$ cat src/rtl/wb_alu_if.sv
// Wishbone classic slave bus for the wb_alu register block.
// Signal names keep the slave-side _i/_o naming used by the ALU documentation.
interface wb_alu_if #(
  parameter int DATA_W = 32,
  parameter int ADDR_W = 8
) ();
  logic [ADDR_W-1:0]   adr_i;
  logic [DATA_W-1:0]   dat_i;
  logic [DATA_W-1:0]   dat_o;
  logic                we_i;
  logic [DATA_W/8-1:0] sel_i;
  logic                cyc_i;
  logic                stb_i;
  logic                ack_o;
  logic                err_o;
  logic                rty_o;

  modport slave (
    input  adr_i, dat_i, we_i, sel_i, cyc_i, stb_i,
    output dat_o, ack_o, err_o, rty_o
  );

  modport master (
    output adr_i, dat_i, we_i, sel_i, cyc_i, stb_i,
    input  dat_o, ack_o, err_o, rty_o
  );
endinterface

$ cat src/rtl/wb_alu.sv
// Wishbone-mapped ALU: single-cycle logic/arith ops plus iterative shift-add
// multiply and restoring divide, controlled through a small register file.
module wb_alu #(
  parameter int DATA_W = 32,
  parameter int ADDR_W = 8
) (
  input  logic     clk_i,
  input  logic     rst_i,
  wb_alu_if.slave  bus,
  output logic     done_o
);
  localparam int SEL_W = DATA_W / 8;
  localparam int SH_W  = $clog2(DATA_W);

  localparam logic [ADDR_W-1:0] A_OPA    = ADDR_W'(0);
  localparam logic [ADDR_W-1:0] A_OPB    = ADDR_W'(1);
  localparam logic [ADDR_W-1:0] A_CTRL   = ADDR_W'(2);
  localparam logic [ADDR_W-1:0] A_STATUS = ADDR_W'(3);
  localparam logic [ADDR_W-1:0] A_RES_LO = ADDR_W'(4);
  localparam logic [ADDR_W-1:0] A_RES_HI = ADDR_W'(5);

  typedef enum logic [1:0] {IDLE, EXEC, MULDIV, DONE} state_t;
  typedef enum logic [3:0] {
    OP_ADD = 4'd0, OP_SUB = 4'd1, OP_AND = 4'd2, OP_OR  = 4'd3, OP_XOR = 4'd4,
    OP_SHL = 4'd5, OP_SHR = 4'd6, OP_MUL = 4'd7, OP_DIV = 4'd8
  } op_t;

  state_t              state;
  logic [DATA_W-1:0]   opa, opb, res_lo, res_hi;
  logic                carry, div0, illegal;
  logic [3:0]          w_op;
  logic [DATA_W-1:0]   w_a, w_b, w_hi, w_lo;
  logic [SH_W-1:0]     cnt;
  logic                ack, err, rty;
  logic [DATA_W-1:0]   dat;

  logic                req, busy, done, bad_adr, ctrl_start;
  logic [3:0]          ctrl_op;
  logic [DATA_W-1:0]   rd_data, status;

  assign busy    = (state == EXEC) || (state == MULDIV);
  assign done    = (state == DONE);
  assign req     = bus.cyc_i && bus.stb_i && !(ack || err || rty);
  assign bad_adr = (bus.adr_i > A_RES_HI) ||
                   (bus.we_i && (bus.adr_i >= A_STATUS));
  assign status  = DATA_W'({illegal, div0, carry, done, busy});
  assign ctrl_op = bus.dat_i[3:0];

  // An 8-bit build has no CTRL bit 8, so it can never start an operation.
  if (DATA_W >= 16) begin : g_start
    assign ctrl_start = bus.dat_i[8];
  end else begin : g_no_start
    assign ctrl_start = 1'b0;
  end

  assign bus.ack_o = ack;
  assign bus.err_o = err;
  assign bus.rty_o = rty;
  assign bus.dat_o = dat;
  assign done_o    = done;

  function automatic logic [DATA_W-1:0] merge_bytes(
    input logic [DATA_W-1:0] old_v,
    input logic [DATA_W-1:0] new_v,
    input logic [SEL_W-1:0]  sel
  );
    logic [DATA_W-1:0] r;
    r = old_v;
    for (int i = 0; i < SEL_W; i++)
      if (sel[i]) r[8*i +: 8] = new_v[8*i +: 8];
    return r;
  endfunction

  // NOTE: every signal written in always_comb gets a default first, so no path leaves it unassigned and infers a latch.
  always_comb begin
    rd_data = '0;
    unique case (bus.adr_i)
      A_OPA:    rd_data = opa;
      A_OPB:    rd_data = opb;
      A_STATUS: rd_data = status;
      A_RES_LO: rd_data = res_lo;
      A_RES_HI: rd_data = res_hi;
      default:  rd_data = '0;
    endcase
  end

  logic [DATA_W:0]   sum_ext;
  logic [DATA_W-1:0] alu_res;
  logic              alu_c;

  always_comb begin
    sum_ext = '0;
    alu_res = '0;
    alu_c   = 1'b0;
    case (w_op)
      OP_ADD: begin
        sum_ext = {1'b0, w_a} + {1'b0, w_b};
        alu_res = sum_ext[DATA_W-1:0];
        alu_c   = sum_ext[DATA_W];
      end
      OP_SUB: begin
        sum_ext = {1'b0, w_a} - {1'b0, w_b};
        alu_res = sum_ext[DATA_W-1:0];
        alu_c   = sum_ext[DATA_W];
      end
      OP_AND:  alu_res = w_a & w_b;
      OP_OR:   alu_res = w_a | w_b;
      OP_XOR:  alu_res = w_a ^ w_b;
      OP_SHL:  alu_res = w_a << w_b[SH_W-1:0];
      OP_SHR:  alu_res = w_a >> w_b[SH_W-1:0];
      default: alu_res = '0;
    endcase
  end

  // One multiply or divide step; w_hi:w_lo is the running product or
  // remainder:dividend/quotient pair.
  logic [DATA_W:0]   mul_sum, div_sh;
  logic              div_ge;
  logic [DATA_W-1:0] step_hi, step_lo;

  always_comb begin
    mul_sum = {1'b0, w_hi} + (w_lo[0] ? {1'b0, w_b} : '0);
    div_sh  = {w_hi, w_lo[DATA_W-1]};
    div_ge  = (div_sh >= {1'b0, w_b});
    if (w_op == OP_MUL) begin
      step_hi = mul_sum[DATA_W:1];
      step_lo = {mul_sum[0], w_lo[DATA_W-1:1]};
    end else begin
      step_hi = div_ge ? (div_sh[DATA_W-1:0] - w_b) : div_sh[DATA_W-1:0];
      step_lo = {w_lo[DATA_W-2:0], div_ge};
    end
  end

  // NOTE: state is updated only with non-blocking assignments so every register samples pre-edge values.
  always_ff @(posedge clk_i) begin
    if (!rst_i) begin
      // NOTE: the working multiply/divide registers are reset too, so a reset mid-operation leaves nothing stale behind.
      state   <= IDLE;
      opa     <= '0;
      opb     <= '0;
      res_lo  <= '0;
      res_hi  <= '0;
      carry   <= 1'b0;
      div0    <= 1'b0;
      illegal <= 1'b0;
      w_op    <= '0;
      w_a     <= '0;
      w_b     <= '0;
      w_hi    <= '0;
      w_lo    <= '0;
      cnt     <= '0;
      ack     <= 1'b0;
      err     <= 1'b0;
      rty     <= 1'b0;
      dat     <= '0;
    end else begin
      ack <= 1'b0;
      err <= 1'b0;
      rty <= 1'b0;
      dat <= '0;

      case (state)
        EXEC: begin
          res_lo <= alu_res;
          res_hi <= '0;
          carry  <= alu_c;
          state  <= DONE;
        end
        MULDIV: begin
          if (w_op > OP_DIV) begin
            res_lo  <= '0;
            res_hi  <= '0;
            illegal <= 1'b1;
            state   <= DONE;
          end else if (w_op == OP_DIV && w_b == '0) begin
            res_lo <= '1;
            res_hi <= w_a;
            div0   <= 1'b1;
            state  <= DONE;
          end else begin
            w_hi <= step_hi;
            w_lo <= step_lo;
            cnt  <= cnt + 1'b1;
            if (cnt == SH_W'(DATA_W - 1)) begin
              res_hi <= step_hi;
              res_lo <= step_lo;
              state  <= DONE;
            end
          end
        end
        default: ;
      endcase

      if (req) begin
        if (bad_adr) begin
          err <= 1'b1;
        end else if (!bus.we_i) begin
          ack <= 1'b1;
          dat <= rd_data;
        end else if (busy) begin
          rty <= 1'b1;
        end else begin
          ack <= 1'b1;
          if (bus.adr_i == A_OPA) opa <= merge_bytes(opa, bus.dat_i, bus.sel_i);
          if (bus.adr_i == A_OPB) opb <= merge_bytes(opb, bus.dat_i, bus.sel_i);
          if (bus.adr_i == A_CTRL && ctrl_start) begin
            w_op    <= ctrl_op;
            w_a     <= opa;
            w_b     <= opb;
            w_hi    <= '0;
            w_lo    <= opa;
            cnt     <= '0;
            carry   <= 1'b0;
            div0    <= 1'b0;
            illegal <= 1'b0;
            state   <= (ctrl_op <= OP_SHR) ? EXEC : MULDIV;
          end
        end
      end
    end
  end
endmodule

$ cat src/flat_wrapper.sv
// flat-port wrapper written by rule: the top's interface ports become plain ports
module wb_alu_flat 
#(
  parameter int DATA_W = 32,
  parameter int ADDR_W = 8
)
  (clk_i, rst_i, done_o, bus_adr_i, bus_dat_i, bus_we_i, bus_sel_i, bus_cyc_i, bus_stb_i, bus_dat_o, bus_ack_o, bus_err_o, bus_rty_o);
  wb_alu_if #(.DATA_W(DATA_W), .ADDR_W(ADDR_W)) bus_i ();
  input  logic clk_i;
  input  logic rst_i;
  output logic done_o;
  input wire logic [$bits(bus_i.adr_i)-1:0] bus_adr_i;
  input wire logic [$bits(bus_i.dat_i)-1:0] bus_dat_i;
  input wire logic [$bits(bus_i.we_i)-1:0] bus_we_i;
  input wire logic [$bits(bus_i.sel_i)-1:0] bus_sel_i;
  input wire logic [$bits(bus_i.cyc_i)-1:0] bus_cyc_i;
  input wire logic [$bits(bus_i.stb_i)-1:0] bus_stb_i;
  output wire logic [$bits(bus_i.dat_o)-1:0] bus_dat_o;
  output wire logic [$bits(bus_i.ack_o)-1:0] bus_ack_o;
  output wire logic [$bits(bus_i.err_o)-1:0] bus_err_o;
  output wire logic [$bits(bus_i.rty_o)-1:0] bus_rty_o;
  assign bus_i.adr_i = bus_adr_i;
  assign bus_i.dat_i = bus_dat_i;
  assign bus_i.we_i = bus_we_i;
  assign bus_i.sel_i = bus_sel_i;
  assign bus_i.cyc_i = bus_cyc_i;
  assign bus_i.stb_i = bus_stb_i;
  assign bus_dat_o = bus_i.dat_o;
  assign bus_ack_o = bus_i.ack_o;
  assign bus_err_o = bus_i.err_o;
  assign bus_rty_o = bus_i.rty_o;
  wb_alu #(.DATA_W(DATA_W), .ADDR_W(ADDR_W)) u_core (.clk_i(clk_i), .rst_i(rst_i), .bus(bus_i), .done_o(done_o));
endmodule
$ cat config.mk
export PLATFORM = sky130hd
export DESIGN_NAME = wb_alu_flat
export DESIGN_NICKNAME = d
export VERILOG_FILES = /design/src/rtl/wb_alu_if.sv /design/src/rtl/wb_alu.sv /design/src/flat_wrapper.sv
export SDC_FILE = /design/constraint.sdc
export NUM_CORES = 1
export LEC_CHECK = 0
export BUFFER_PORTS_ARGS = -buffer_cell sky130_fd_sc_hd__buf_2
export CELL_PAD_IN_SITES_DETAIL_PLACEMENT = 1
export CELL_PAD_IN_SITES_GLOBAL_PLACEMENT = 2
export CORE_MARGIN = 2
export CORE_UTILIZATION = 39
export CTS_BUF_LIST = sky130_fd_sc_hd__clkbuf_4
export DETAILED_ROUTE_END_ITERATION = 6
export PLACE_DENSITY_LB_ADDON = 0.1
export SETUP_SLACK_MARGIN = 0.05
export SYNTH_ARGS = -nofsm -noshare
export SYNTH_HDL_FRONTEND = slang
export SYNTH_SLANG_ARGS = --single-unit
$ cat constraint.sdc
create_clock -name clk_i -period 4.8 [get_ports clk_i]
set_clock_uncertainty 0.1 [all_clocks]
set_input_delay 0.96 -clock clk_i [delete_from_list [all_inputs] [get_ports clk_i]]
set_output_delay 0.96 -clock clk_i [all_outputs]
set_load 0.02 [all_outputs]
-- Word-level counts from Yosys, hierarchy flattened
Cells that the tools add are included.
- word-level logic and storage cells: 164
- register bits: 305
- $lt $le $gt $ge: 5
- eq/ne operators: 18
- reduce and logical (&&, ||, !) cells: 28
- $add $sub $neg: 5
- multiplexer cells: 74
- shift operators: 2
- bitwise gates (word level): 8
- operator list (cell ; number):
    32-bit two-way mux ; 26
    32-bit one-hot mux with 7 select lines ; 1
    32-bit one-hot mux with 5 select lines ; 1
    32-bit one-hot mux with 2 select lines ; 2
    6-bit AND reduction ; 8
    5-bit two-way mux ; 8
    32-bit by 32-bit adder with 33-bit output ; 1
    32-bit by 33-bit adder with 33-bit output ; 1
    33-bit by 32-bit greater-or-equal comparator with 1-bit output ; 1
    32-bit by 32-bit subtractor with 33-bit output ; 1
    32-bit AND ; 1
    32-bit logical NOT ; 1
    32-bit bitwise OR ; 1
    32-bit by 5-bit << shifter with 32-bit output ; 1
    32-bit by 5-bit right shift with 32-bit output ; 1
    32-bit subtractor ; 1
    32-bit bitwise XOR ; 1
    1-bit two-way mux ; 25
    2-bit two-way mux ; 9
    4-bit by 3-bit == test with 1-bit output (second input constant) ; 4
    8-bit by 2-bit == test with 1-bit output (second input constant) ; 2
    8-bit by 3-bit == test with 1-bit output (second input constant) ; 2
    4-bit by 2-bit == test with 1-bit output (second input constant) ; 2
    8-bit by 1-bit == test with 1-bit output (second input constant) ; 1
    24 further kinds ; 38

-- Depth between registers and ports, before layout
- word-level depth: 11
- depth in mapped cells: 19
- depth with buffers taken out: 14

-- Least setup slack after synthesis
Ideal clock, no wire load.
- kind: register to register
- from: register u_core.w_b[0]
- to: register u_core.w_hi[29]
- required time: 4.641 ns
- library setup time: 0.059 ns
- stages on the path, launching flop included: 20
- arrival: 4.121 ns
- path slack: 0.520 ns
- cell sequence: dfxtp_1 -> buf_4 -> buf_6 -> buf_6 -> buf_4 -> buf_4 -> and2_1 -> ha_1 -> inv_1 -> fa_1 -> nand2b_1 -> a2111oi_2 -> o31ai_1 -> a22oi_2 -> a32oi_1 -> o31ai_2 -> a21oi_1 -> a211o_1 -> nor3_1 -> a31o_1
- longest elaborated chain between the ends: 11
- ends and longest elaborated chain (item ; RTL line ; text):
    start, declared ; wb_alu.sv:32 ; logic [DATA_W-1:0] w_a, w_b, w_hi, w_lo;
    start signal, assigned ; wb_alu.sv:209 ; w_b <= opb;
    32-bit two-way mux (tied with other cells) ; wb_alu.sv:122 ; mul_sum = {1'b0, w_hi} + (w_lo[0] ? {1'b0, w_b} : '0);
    32-bit by 33-bit adder with 33-bit output / 32-bit two-way mux (equally long branches) ; wb_alu.sv:122, wb_alu.sv:129 ;
    32-bit two-way mux ; wb_alu.sv:125 ; if (w_op == OP_MUL) begin
    32-bit two-way mux (*) ; wb_alu.sv:175 ; end else if (w_op == OP_DIV && w_b == '0) begin
    32-bit two-way mux (*) ; wb_alu.sv:170 ; if (w_op > OP_DIV) begin
    32-bit two-way mux (*) ; wb_alu.sv:162 ; case (state)
    32-bit two-way mux ; wb_alu.sv:206 ; if (bus.adr_i == A_CTRL && ctrl_start) begin
    32-bit two-way mux ; wb_alu.sv:200 ; end else if (busy) begin
    32-bit two-way mux ; wb_alu.sv:197 ; end else if (!bus.we_i) begin
    32-bit two-way mux ; wb_alu.sv:195 ; if (bad_adr) begin
    32-bit two-way mux (*) ; wb_alu.sv:194 ; if (req) begin
    end signal, assigned ; wb_alu.sv:181 ; w_hi <= step_hi;
    end, declared ; wb_alu.sv:32 ;
Mark *: on every way between the ends. The rest lies on a longest branch, timed or not.
A chain may end at the register's enable or synchronous reset.

-- Worst setup path after layout
- from: register u_core.w_b[4]
- to: register u_core.res_lo[12]
- longest elaborated chain between the ends: 5
- ends and longest elaborated chain (item ; RTL line ; text):
    branches (longest 5 deep; another with 32-bit by 32-bit subtractor with 33-bit output) ; - ;
    end signal, assigned ; wb_alu.sv:164 ; res_lo <= alu_res;
    end signal, assigned ; wb_alu.sv:186 ; res_lo <= step_lo;
    end, declared ; wb_alu.sv:29 ; logic [DATA_W-1:0] opa, opb, res_lo, res_hi;
Parallel ways; which one is timed is not known.

==> results.py <==
metrics = {
    "run_status": {
        "run_status": "finished, violations left",
        "violations": "setup timing",
    },
    "setup_path": {
        "end_kind": "flop",
        "cp-start-kind": "flop",
        "cp.arrival_ns": 5.41,
        "crit_type": "reg -> reg",
        "cp.required_ns": 5.38,
        "path_max_fanout": 9,
    },
    "synthesis": {
        "synth_edf_count": 0,
        "yosysSeqAreaShare": 0.245,
        "ys_top_cells_by_area": "dfxtp_1 25%, ha_1 8.4%, a21oi_1 8.0%",
        "synth_cells": 3232,
        "ys_ff_latch": 305,
        "synth_flop_cell": "dfxtp_1",
        "netlist_area_um2": 24900,
        "syn-num-nets": 3452,
        "synth_top_area_share": 0.245,
        "postSynth.asyncResetShare": 0,
        "yosys_warnings": 0,
        "ys_types": 98,
        "avgSynthCellArea_um2": 7.71,
        "yosys.area.top_type": "dfxtp_1",
    },
    "pwr": {
        "irDropWorstVdd_mv": 0.648,
        "power_density_nw_per_um2": 521,
        "leakagePower_uw": 0.0111,
    },
    "timing": {
        "slew_headroom": 0.125,
        "grt_setup_unrepaired": "false",
        "setup_ws_ns": -0.0315,
        "setup_viol": 1,
        "max_freq_mhz": 207,
        "maxSlewViolCount": 0,
        "fin_crit_sh": 1.01,
        "final-hold-violation-count": 0,
        "period_minus_slack_ns": 4.83,
        "worst_pin_slew_ns": 1.30,
    },
    "global_routing": {
        "grt_pass1_vias": 27176,
        "grt_usage": 0.407,
        "grt_overflow_total": 0,
        "grt_pass1_wl_mm": 196,
        "grt_max_degree": 91,
        "antenna_found_initial": 11,
    },
    "routing": {
        "drc": 0,
        "vias_per_cell": 6.62,
        "wire_per_inst_um": 32.6,
        "totalWireLength_mm": 139,
        "ant_nets": 0,
        "num_vias": 28100,
        "drtPass1Iterations": 6,
        "drtIter0Drc": 3369,
    },
    "layout": {
        "area_growth_pct": 12.2,
        "fin_nets": 3546,
        "multiInputGateArea_um2": 17400,
        "fill_cells": 7918,
        "drive_gt1_frac": 0.159,
        "seq_area_um2": 6110,
        "fin_util": 0.443,
    },
    "clock_tree": {
        "htree_levels": 3,
        "cts_buffers": 91,
        "ctsRootBufferMaster": "clkbuf_4",
        "path_clk_slew_ns": 0.06,
        "cts_tree": "done",
        "insertion_delay_ns": 0.87,
        "cts_setup_buffers": 0,
        "cts_buffer_depth": 3,
        "numClockSinks": 305,
    },
    "placement": {
        "io_buffers": 84,
        "place_congestion": 1.10,
        "pre_cts_ws_ns": 0.195,
        "dp_hpwl_mm": 109,
    },
    "hold_path": {
        "min_path_type": "in -> reg",
    },
    "floorplanning": {
        "die_w_um": 257,
        "initial_core_util": 0.395,
        "std_cell_rows": 92,
        "coreArea_um2": 63100,
        "die_h_um": 257,
        "ios": 85,
        "dieArea_um2": 65900,
    },
    "flow_run": {
        "max_cap_viol_count": 0,
    },
}
kinds of logic (layout without fill, tap and decap cells):
| family | after synthesis | in the layout | share of synthesized area |
|---|---|---|---|
| multiplexers | 238 | 238 | 0.128 |
| flip-flops | 305 | 305 | 0.245 |
| XOR/XNOR | 54 | 54 | 0.0190 |
| other | 0 | 6 | 0 |
| AO/OA/AOI/OAI | 1110 | 1110 | 0.283 |
| buffers and inverters | 381 | 544 | 0.0620 |
| AND/OR/NAND/NOR | 973 | 973 | 0.176 |
| adder cells (fa/ha/maj) | 171 | 171 | 0.0871 |
Yosys cell counts, types with 14 or more instances:
cell        n
inv_1     121
dfxtp_1   305
nand2_1   377
xor2_1     24
a21o_1     44
o21ai_0   134
mux2_2     28
a221oi_1   24
buf_2      28
nand3_1    56
a221o_1    14
nor2_1    284
a22oi_1    68
o21bai_1   24
mux4_2     61
a21oi_1   397
and2_1     41
o21ai_1    85
nand2b_1   19
or3_1      22
a31oi_1    34
xnor2_1    30
o22ai_1    22
o211ai_1   55
buf_1      16
nor4_1     16
ha_1      167
nand4_1    15
and3_1     20
nor3_1     60
nor2b_1    17
clkbuf_1  198
mux2i_1   143
o21a_1     19
a211oi_1   38
flip-flops by register name, indices dropped and copies added, names as in the netlist:
register	cells
u_core.div0	1
u_core.cnt	5
u_core.bus.dat_o	32
u_core.res_hi	32
u_core.w_a	32
u_core.opa	32
u_core.state	2
u_core.bus.rty_o	1
u_core.bus.ack_o	1
u_core.illegal	1
u_core.w_hi	32
u_core.carry	1
u_core.res_lo	32
u_core.w_op	4
u_core.w_b	32
u_core.w_lo	32
u_core.opb	32
u_core.bus.err_o	1
cell type report:
type,instances,share of cell area
diodes,6,0.000537
multi-input cells,2546,0.621
clock inverters,40,0.00761
clock buffers,122,0.0328
well taps,846,0.0379
repair buffers,257,0.0642
flip-flops and latches,305,0.219
inverters,125,0.0170
placed cells by master (no fill, tap or decap), types with 13 or more instances in the layout:
cell,Yosys,layout
buf_4,8,167
mux2i_1,143,143
nand2b_1,19,18
nor3_1,60,56
o21bai_1,24,24
inv_1,121,120
a31oi_1,34,34
a221oi_1,24,24
o21a_1,19,19
o31ai_1,13,13
nor4_1,16,13
o21ai_1,85,85
a211oi_1,38,37
o211ai_1,55,55
dfxtp_1,305,302
and2_1,41,42
and3_1,20,20
a22oi_1,68,68
nand4_1,15,15
buf_2,28,84
ha_1,167,167
a221o_1,14,14
nand2_1,377,377
o21ai_0,134,134
nand3_1,56,55
nor2b_1,17,16
nor2_1,284,282
mux4_2,61,61
a21o_1,44,44
clkbuf_4,0,122
mux2_2,28,28
clkinv_1,0,26
xor2_1,24,24
or3_1,22,22
o22ai_1,22,22
a21oi_1,397,397
xnor2_1,30,30
path summary, 6_finish.rpt:
check | endpoint | from | depth (start not counted) | slack (ns)
worst min register to register | u_core.w_b[10] | u_core.w_b[10] | 2 | 0.36
worst min-delay path | u_core.opb[28] | bus_dat_i[28] | 3 | 0.25
worst max-delay path | u_core.res_lo[12] | u_core.w_b[4] | 10 | -0.03
worst max register to register | u_core.res_lo[12] | u_core.w_b[4] | 10 | -0.03
power breakdown:
| group | internal [µW] | total (µW) | switching (µW) |
|---|---|---|---|
| combinational | 3310 | 8820 | 5510 |
| clock | 1250 | 2580 | 1320 |
| sequential | 2800 | 3160 | 359 |
| total | 7360 | 14500 | 7190 |
critical path, cell delays in order (launching register included):
cell and delay, ns:
dfxtp_1 0.46, nor4_1 1.14, nand4_1 0.34, or4_1 0.81, nand2_2 0.22, o21a_2 0.33
o2111ai_1 0.31, a211oi_1 0.35, mux2_1 0.18, o22ai_1 0.18, nor4b_2 0.22
repair_timing:
action,CTS,global route
resized for setup,0,2
setup endpoints to repair,0,2
endpoints found under the hold margin,0,0
hold buffers,0,0
metrics by stage:
stage	hold slack, ns	std cells	TNS, ns	total power [µW]	instance area [µm²]
after floorplan	0.325	3232	0	8300	24900
after global placement	0.349	4079	0	11500	26800
after detailed placement	0.350	4079	0	11600	26800
after CTS	0.172	4241	0	14300	27900
after global routing	0.244	4242	0	15200	27900
final	0.251	4247	-0.0315	14500	27900
routing by layer:
layer  vias to the layer above  part of all wire  GRT usage  wire length, µm
met1                     13972              0.41      0.545            57100
met5                         -           0.00038          0               52
met2                      1687              0.41      0.581            56300
li1                      12061                 -          -                -
met4                         8             0.066      0.236             9140
met3                       372              0.12      0.116            16000
(Power assumes the default switching activity.)
